## config.mk

```make
export PLATFORM = sky130hd
export DESIGN_NAME = comparator_arbiter
export DESIGN_NICKNAME = d
export VERILOG_FILES = /design/src/rtl/comparator_arbiter.sv
export SDC_FILE = /design/constraint.sdc
export NUM_CORES = 1
export LEC_CHECK = 0
export CORE_MARGIN = 2
export CORE_UTILIZATION = 53
export DETAILED_ROUTE_END_ITERATION = 8
export HOLD_SLACK_MARGIN = 0.12
export PLACE_DENSITY = 0.9
export SETUP_SLACK_MARGIN = 0.1
export SLEW_MARGIN = 20
export SYNTH_ARGS = -nofsm -noshare
export SYNTH_HDL_FRONTEND = slang
export SYNTH_SLANG_ARGS = --single-unit
export TNS_END_PERCENT = 100
```

## constraint.sdc

```tcl
create_clock -name clk -period 11.2 [get_ports clk]
set_input_delay 2.24 -clock clk [delete_from_list [all_inputs] [get_ports clk]]
set_output_delay 2.24 -clock clk [all_outputs]
set_load 0.02 [all_outputs]
```

## src/rtl/comparator_arbiter.sv

```systemverilog
// comparator_arbiter: one 32-bit compare datapath shared by NUM_REQ requesters
// through round-robin arbitration, with a single-entry registered response
// buffer that honours downstream backpressure.
// Optional feature macro: COMPARATOR_ARBITER_SIGNED_EN adds signed compare
// codes 101 (signed <) and 110 (signed >=); otherwise 101..111 flag rsp_err.
module comparator_arbiter #(
  parameter int NUM_REQ = 4,
  parameter int ID_W    = 2
) (
  input  logic                   clk,
  input  logic                   rst_n,
  input  logic [NUM_REQ-1:0]     req_valid,
  output logic [NUM_REQ-1:0]     req_ready,
  input  logic [32*NUM_REQ-1:0]  req_op1,
  input  logic [32*NUM_REQ-1:0]  req_op2,
  input  logic [3*NUM_REQ-1:0]   req_operation,
  output logic                   rsp_valid,
  input  logic                   rsp_ready,
  output logic [ID_W-1:0]        rsp_id,
  output logic                   rsp_res,
  output logic                   rsp_err
);

  localparam int unsigned NREQ = NUM_REQ;

  typedef enum logic {EMPTY, FULL} state_t;

  state_t            state;
  logic [ID_W-1:0]   rr_ptr;

  logic              found;
  logic [ID_W-1:0]   win_idx;
  logic [NUM_REQ-1:0] win_onehot;
  logic [31:0]       sel_op1;
  logic [31:0]       sel_op2;
  logic [2:0]        sel_code;
  logic              can_accept;
  logic              transfer;
  logic              cmp_res;
  logic              cmp_err;
  logic [ID_W-1:0]   rr_next;

  // Round-robin scan from rr_ptr; selects the first valid requester and its operands
  always_comb begin
    int unsigned idx;
    idx        = 0;
    found      = 1'b0;
    win_idx    = '0;
    win_onehot = '0;
    sel_op1    = '0;
    sel_op2    = '0;
    sel_code   = '0;
    for (int unsigned i = 0; i < NREQ; i++) begin
      idx = int'(rr_ptr) + i;
      if (idx >= NREQ) idx = idx - NREQ;
      if (!found && req_valid[idx]) begin
        found           = 1'b1;
        win_idx         = ID_W'(idx);
        win_onehot      = '0;
        win_onehot[idx] = 1'b1;
        sel_op1         = req_op1[idx*32 +: 32];
        sel_op2         = req_op2[idx*32 +: 32];
        sel_code        = req_operation[idx*3 +: 3];
      end
    end
  end

  // Grant only when the buffer can take a result this cycle, and never in reset
  always_comb begin
    can_accept = (state == EMPTY) || rsp_ready;
    transfer   = rst_n && found && can_accept;
    req_ready  = transfer ? win_onehot : '0;
    rr_next    = (win_idx == ID_W'(NUM_REQ - 1)) ? '0 : win_idx + 1'b1;
  end

  // Compare the winner's operands; unsupported codes give err=1, res=0
  always_comb begin
    cmp_res = 1'b0;
    cmp_err = 1'b0;
    case (sel_code)
      3'b000: cmp_res = (sel_op1 == sel_op2);
      3'b001: cmp_res = (sel_op1 >= sel_op2);
      3'b010: cmp_res = (sel_op1 >  sel_op2);
      3'b011: cmp_res = (sel_op1 <= sel_op2);
      3'b100: cmp_res = (sel_op1 <  sel_op2);
`ifdef COMPARATOR_ARBITER_SIGNED_EN
      3'b101: cmp_res = ($signed(sel_op1) <  $signed(sel_op2));
      3'b110: cmp_res = ($signed(sel_op1) >= $signed(sel_op2));
`endif
      default: cmp_err = 1'b1;
    endcase
  end

  // Response buffer state, registered response fields and round-robin pointer
  always_ff @(posedge clk) begin
    if (!rst_n) begin
      state   <= EMPTY;
      rsp_id  <= '0;
      rsp_res <= 1'b0;
      rsp_err <= 1'b0;
      rr_ptr  <= '0;
    end else if (transfer) begin
      state   <= FULL;
      rsp_id  <= win_idx;
      rsp_res <= cmp_res;
      rsp_err <= cmp_err;
      rr_ptr  <= rr_next;
    end else if (state == FULL && rsp_ready) begin
      state   <= EMPTY;
    end
  end

  assign rsp_valid = (state == FULL);

endmodule

```

## Word level (Yosys, flattened, before mapping)

Index checks and enable logic that the tools add are counted.

| cells by class | value |
|---|---|
| add/subtract/negate cells | 8 |
| multipliers | 4 |
| order comparisons | 16 |
| eq/ne operators | 6 |
| shifts and indexed selects | 12 |
| multiplexer cells | 50 |
| bitwise gates (word level) | 1 |
| reductions and logical operators | 17 |

Operator list:

| kind | number |
|---|---|
| $shiftx 128x33->32 | 8 |
| $mux 32 | 12 |
| $shiftx 12x33->3 | 4 |
| $ge 32x1->1 const B | 4 |
| $lt 32x3->1 const B | 4 |
| $mul 32x2->32 const B | 4 |
| $eq 32x32->1 | 1 |
| $ge 32x32->1 | 1 |
| $gt 32x32->1 | 1 |
| $le 32x32->1 | 1 |
| $lt 32x32->1 | 1 |
| $mux 4 | 5 |
| $mux 1 | 15 |
| $mux 3 | 4 |
| $sub 3x3->4 const B | 3 |
| $logic_and 1x1->1 | 10 |
| $mux 2 | 5 |
| $ge 3x3->1 const B | 3 |
| $bmux 1 s2 | 4 |
| $demux 1 s2 | 4 |
| $add 2x2->3 const B | 2 |
| $eq 3x2->1 const B | 2 |
| $pmux 1 s5 | 1 |
| $reduce_or 5->1 | 1 |
| other kinds (12) | 14 |

| word-level totals | value |
|---|---|
| flip-flop bits (word level) | 7 |
| input port bits | 275 |

## Longest topological paths before layout

| logic depth | value |
|---|---|
| depth in word-level cells | 17 |
| gate-level depth with buffers | 25 |
| mapped depth without buffers | 17 |

## Least setup slack after synthesis

No wires, ideal clock.

| path | value |
|---|---|
| path type | input port to output port |
| start point | input req_valid[2] |
| end point | output req_ready[0] |
| data arrival time | 4.035 ns |
| data required time | 8.960 ns |
| setup slack | 4.925 ns |
| stages | 8 |
| buffers on the path | 3 |
| cells stage by stage | mux4_2 -> buf_2 -> nor3_1 -> and2_1 -> clkbuf_1 -> clkbuf_1 -> a22oi_1 -> a21oi_1 |

| between the ends | value |
|---|---|
| longest elaborated chain between the ends | 15 |
| elaborated cells on any way between the ends | 25 |

RTL lines:

| what | RTL line | text |
|---|---|---|
| from (decl) | 12 | `input logic [NUM_REQ-1:0] req_valid,` |
| $bmux 1 s2 | 56 | `if (!found && req_valid[idx]) begin` |
| $mux 1 (not written as such) | 56 |  |
| $mux 1 | 56 |  |
| $logic_not 1->1 | 56 |  |
| $logic_and 1x1->1 | 56 |  |
| $mux 1 | 56 |  |
| $logic_not 1->1 | 56 |  |
| $logic_and 1x1->1 | 56 |  |
| $mux 1 | 56 |  |
| $logic_not 1->1 | 56 |  |
| $logic_and 1x1->1 | 56 |  |
| $mux 1 | 56 |  |
| $logic_and 1x1->1 (2 in series) | 71 | `transfer = rst_n && found && can_accept;` |
| $mux 4 (*) | 72 | `req_ready = transfer ? win_onehot : '0;` |
| to (decl) | 13 | `output logic [NUM_REQ-1:0] req_ready,` |

Every way passes the cells marked *; elsewhere a longest branch is shown, timed or not. The select of a mux whose other input is x is not followed.

## Final worst setup path

| path | value |
|---|---|
| start point | input req_valid[3] |
| end point | output req_ready[3] |

The elaborated chain is that of the path after synthesis.

==> results.md <==
- Post-Syn Nets: 1415
- CP max stage cell: clkdlybuf4s50_1
- Pin slew with the least headroom to its limit: 1.03 ns
- Final Skew: 0.00870 ns
- Tightest Hold Check Type: register to register
- DRC violations left: 0
- Hold_buf cts: 0
- Outcome: completed
- Count of cell types in the netlist: 65
- Die ar.: 20800 um2
- Starting Density: 53.7%
- Synth area leaders: mux4_2 33%, mux2_2 14%, a221oi_1 5.4%, a32oi_1 5.3%, ha_1 4.9%
- Reg clk slew, reported paths: 0.04 ns
- Initial antenna violation count: 0
- Worst path required time: 8.96 ns
- Grt ovf: 0
- Drt wl/cell: 23.9 um
- Final Net Count: 1578
- Register area share after synthesis: 1.35%
- Final worst path period share: 71.3%
- Rows: 51
- Post-synth EDFFs: 0
- Max_cap viols: 0
- Drt initial violations: 1486
- IO Port Bufs: 283
- Vias in the first global route: 10551
- CTS tree: yes
- Via count: 11438
- Unrepaired setup endpoints after global routing: no
- Mapped cell area: 10400 um2
- Fmax: 125 MHz
- Synth warn: 0
- Slew Limit Fails: 0
- Crit-path max FO: 83
- Leak: 4.20 nW
- Final Hold Viols: 0
- Worst vdd ir: 227 uV
- Global-route wire length before repair: 55700 um
- FF/Latch Area: 145 um2
- Final setup violating endpoints: 0
- CP Cell Sequence: clkdlybuf4s50_1 -> mux4_2 -> buf_4 -> nor3_1 -> and2_2 -> buf_4 -> a22oi_1 -> a21oi_1 -> clkdlybuf4s50_1
- Setup slack after layout: 3.21 ns
- Cell count after synthesis: 1099
- Core Area: 19400 um2
- H-tree Lvls: 1
- Yosys top cell by area: mux4_2
- Syn avg cell area: 9.47 um2
- Post-synth ARST share: 0%
- DIE HEIGHT: 144 um
- Post-CTS setup buffers: 0
- Share of cells above drive strength 1: 32.5%
- Commonest non-fill, non-tap cell in the layout: clkdlybuf4s50_1
- # IOs: 284
- CTS buffer count: 3
- Largest net degree at the start of global routing: 95
- Buffers from clock root to sink, at most: 2
- WP data arrival: 5.75 ns
- WS Path Type: input pin to output pin
- Buf/Inv on CP: 4
- Synthesis-stage register bit count: 7
- WL final: 36500 um
- Pwr Total: 2.75 mW
- Setup tns final: 0 ns
- Min Hold Slack: 0.512 ns
- Die X: 144 um
- CTS resizes: 0
- GRT Util Overall: 33.0%
- Slew HR: 31.2%
- Clk_lat worst skew: 0.24 ns
- Clock tree root driver cell: clkbuf_16
- CTS Sinks: 7
- GPL Wtd Cong: 0.941
- Worst setup EP type: output pin
- Pwr Density: 208 nW/um2
- Delay-heaviest family, CP: buffers and inverters
- TritonRoute pass-1 iters: 6
- Post-route ant nets: 0
- HPWL after DPL: 25900 um
- Place WS: 3.26 ns
- CP max stage delay: 0.65 ns
- Footprint of the multi-input gates: 9640 um2
- Critical path launch point type: input pin
- Main synth FF type: dfxtp_1
- Filler cell count: 1540
- Ant diodes: 0
- Drt via density: 7.50
- Most frequent cells in the layout: 283 x clkdlybuf4s50_1, 151 x mux4_2, 129 x mux2_2, 91 x a21oi_1, 69 x nand2b_1
- Tmin final: 7.99 ns
- Area Growth Syn to Fin: 26.8%
- Share of the synthesized area in the top cell type: 32.7%
registers in the layout, summed over array words and instances, names as in the netlist:
name	cells
rsp_valid	1
rr_ptr	2
rsp_res	1
rsp_id	2
rsp_err	1
layout make-up:
cell class | instances | share of cell area [%]
tap | 265 | 2.51
inverter | 14 | 0.408
timing repair buffer | 298 | 22.3
sequential | 7 | 1.10
multi-input combinational | 938 | 73.0
clock buffer | 4 | 0.597
worst reg2reg max path: stages, from the launching register on:
cell,delay [ns]
dfxtp_4,0.71
clkinv_1,0.60
ha_4,1.02
mux4_2,0.75
or3b_4,0.63
buf_4,0.50
a221oi_1,0.39
a21oi_1,0.09
a31o_2,0.30
ha_1,0.34
nand4_1,0.16
nor4_1,0.48
o31a_1,0.28
o21ai_0,0.08
mux2_1,0.29
o2111a_1,0.13
nor3_2,0.14
cell usage after synthesis, types with 3 or more instances:
library cell,n
mux4_2,151
mux2_2,129
a21oi_1,91
clkbuf_1,86
nand2b_1,69
or2_2,65
a221oi_1,64
a32oi_1,63
ha_1,41
a31oi_1,34
buf_2,33
a31o_2,32
nand2_1,25
nor2_1,22
a22oi_1,15
o21ai_0,15
buf_1,14
inv_1,12
nand3_1,12
mux2i_1,9
nand4_1,9
nor2b_1,9
dfxtp_1,7
nor4_1,7
o31ai_1,6
and2_1,5
o22ai_1,5
a211oi_1,4
and3_1,4
buf_4,4
nor3b_1,4
a221o_1,3
mux2_1,3
mux4_1,3
nor3_1,3
or3_1,3
metrics by stage:
stage,utilization (%),instances,area [um2]
final,68.0,1526,13200
after global routing,68.0,1526,13200
after CTS,68.0,1526,13200
after detailed placement,67.6,1522,13100
after global placement,67.6,1522,13100
after floorplan,-,1099,10400
worst paths after layout:
kind | startpoint | endpoint | slack (ns) | depth (start not counted)
setup / recovery | req_valid[3] | req_ready[3] | 3.21 | 9
hold / removal | rsp_id[0] | rsp_id[0] | 0.51 | 2
setup reg to reg | rr_ptr[0] | rsp_res | 4.22 | 16
hold reg to reg | rsp_id[0] | rsp_id[0] | 0.51 | 2
logic make-up (layout without fill, tap and decap cells):
logic type	count (synthesis)	after routing	synth area share, %
adder cells (fa/ha/maj)	41	41	4.93
buffers and inverters	154	316	6.39
AO/OA/AOI/OAI	355	355	25.0
multiplexers	295	295	48.6
XOR/XNOR	1	1	0.0841
flip-flops	7	7	1.35
AND/OR/NAND/NOR	246	246	13.7
layer usage:
metal  GRT usage [%]  share of wire (%)  vias up
li1                -                  -     4961
met1            44.9                 37     5544
met2            56.3                 49      818
met3            2.58                9.6      115
met4            10.3                4.0        0
met5               0                  0        -
report_power, final:
group	internal (mW)	switching [mW]	total, mW	leakage (nW)
clock network	0.0476	0.0155	0.0631	0.0382
registers	0.0340	0.0210	0.0549	0.0589
logic	1.25	1.38	2.63	4.11
Note: power is estimated with default switching activity, not from simulation.
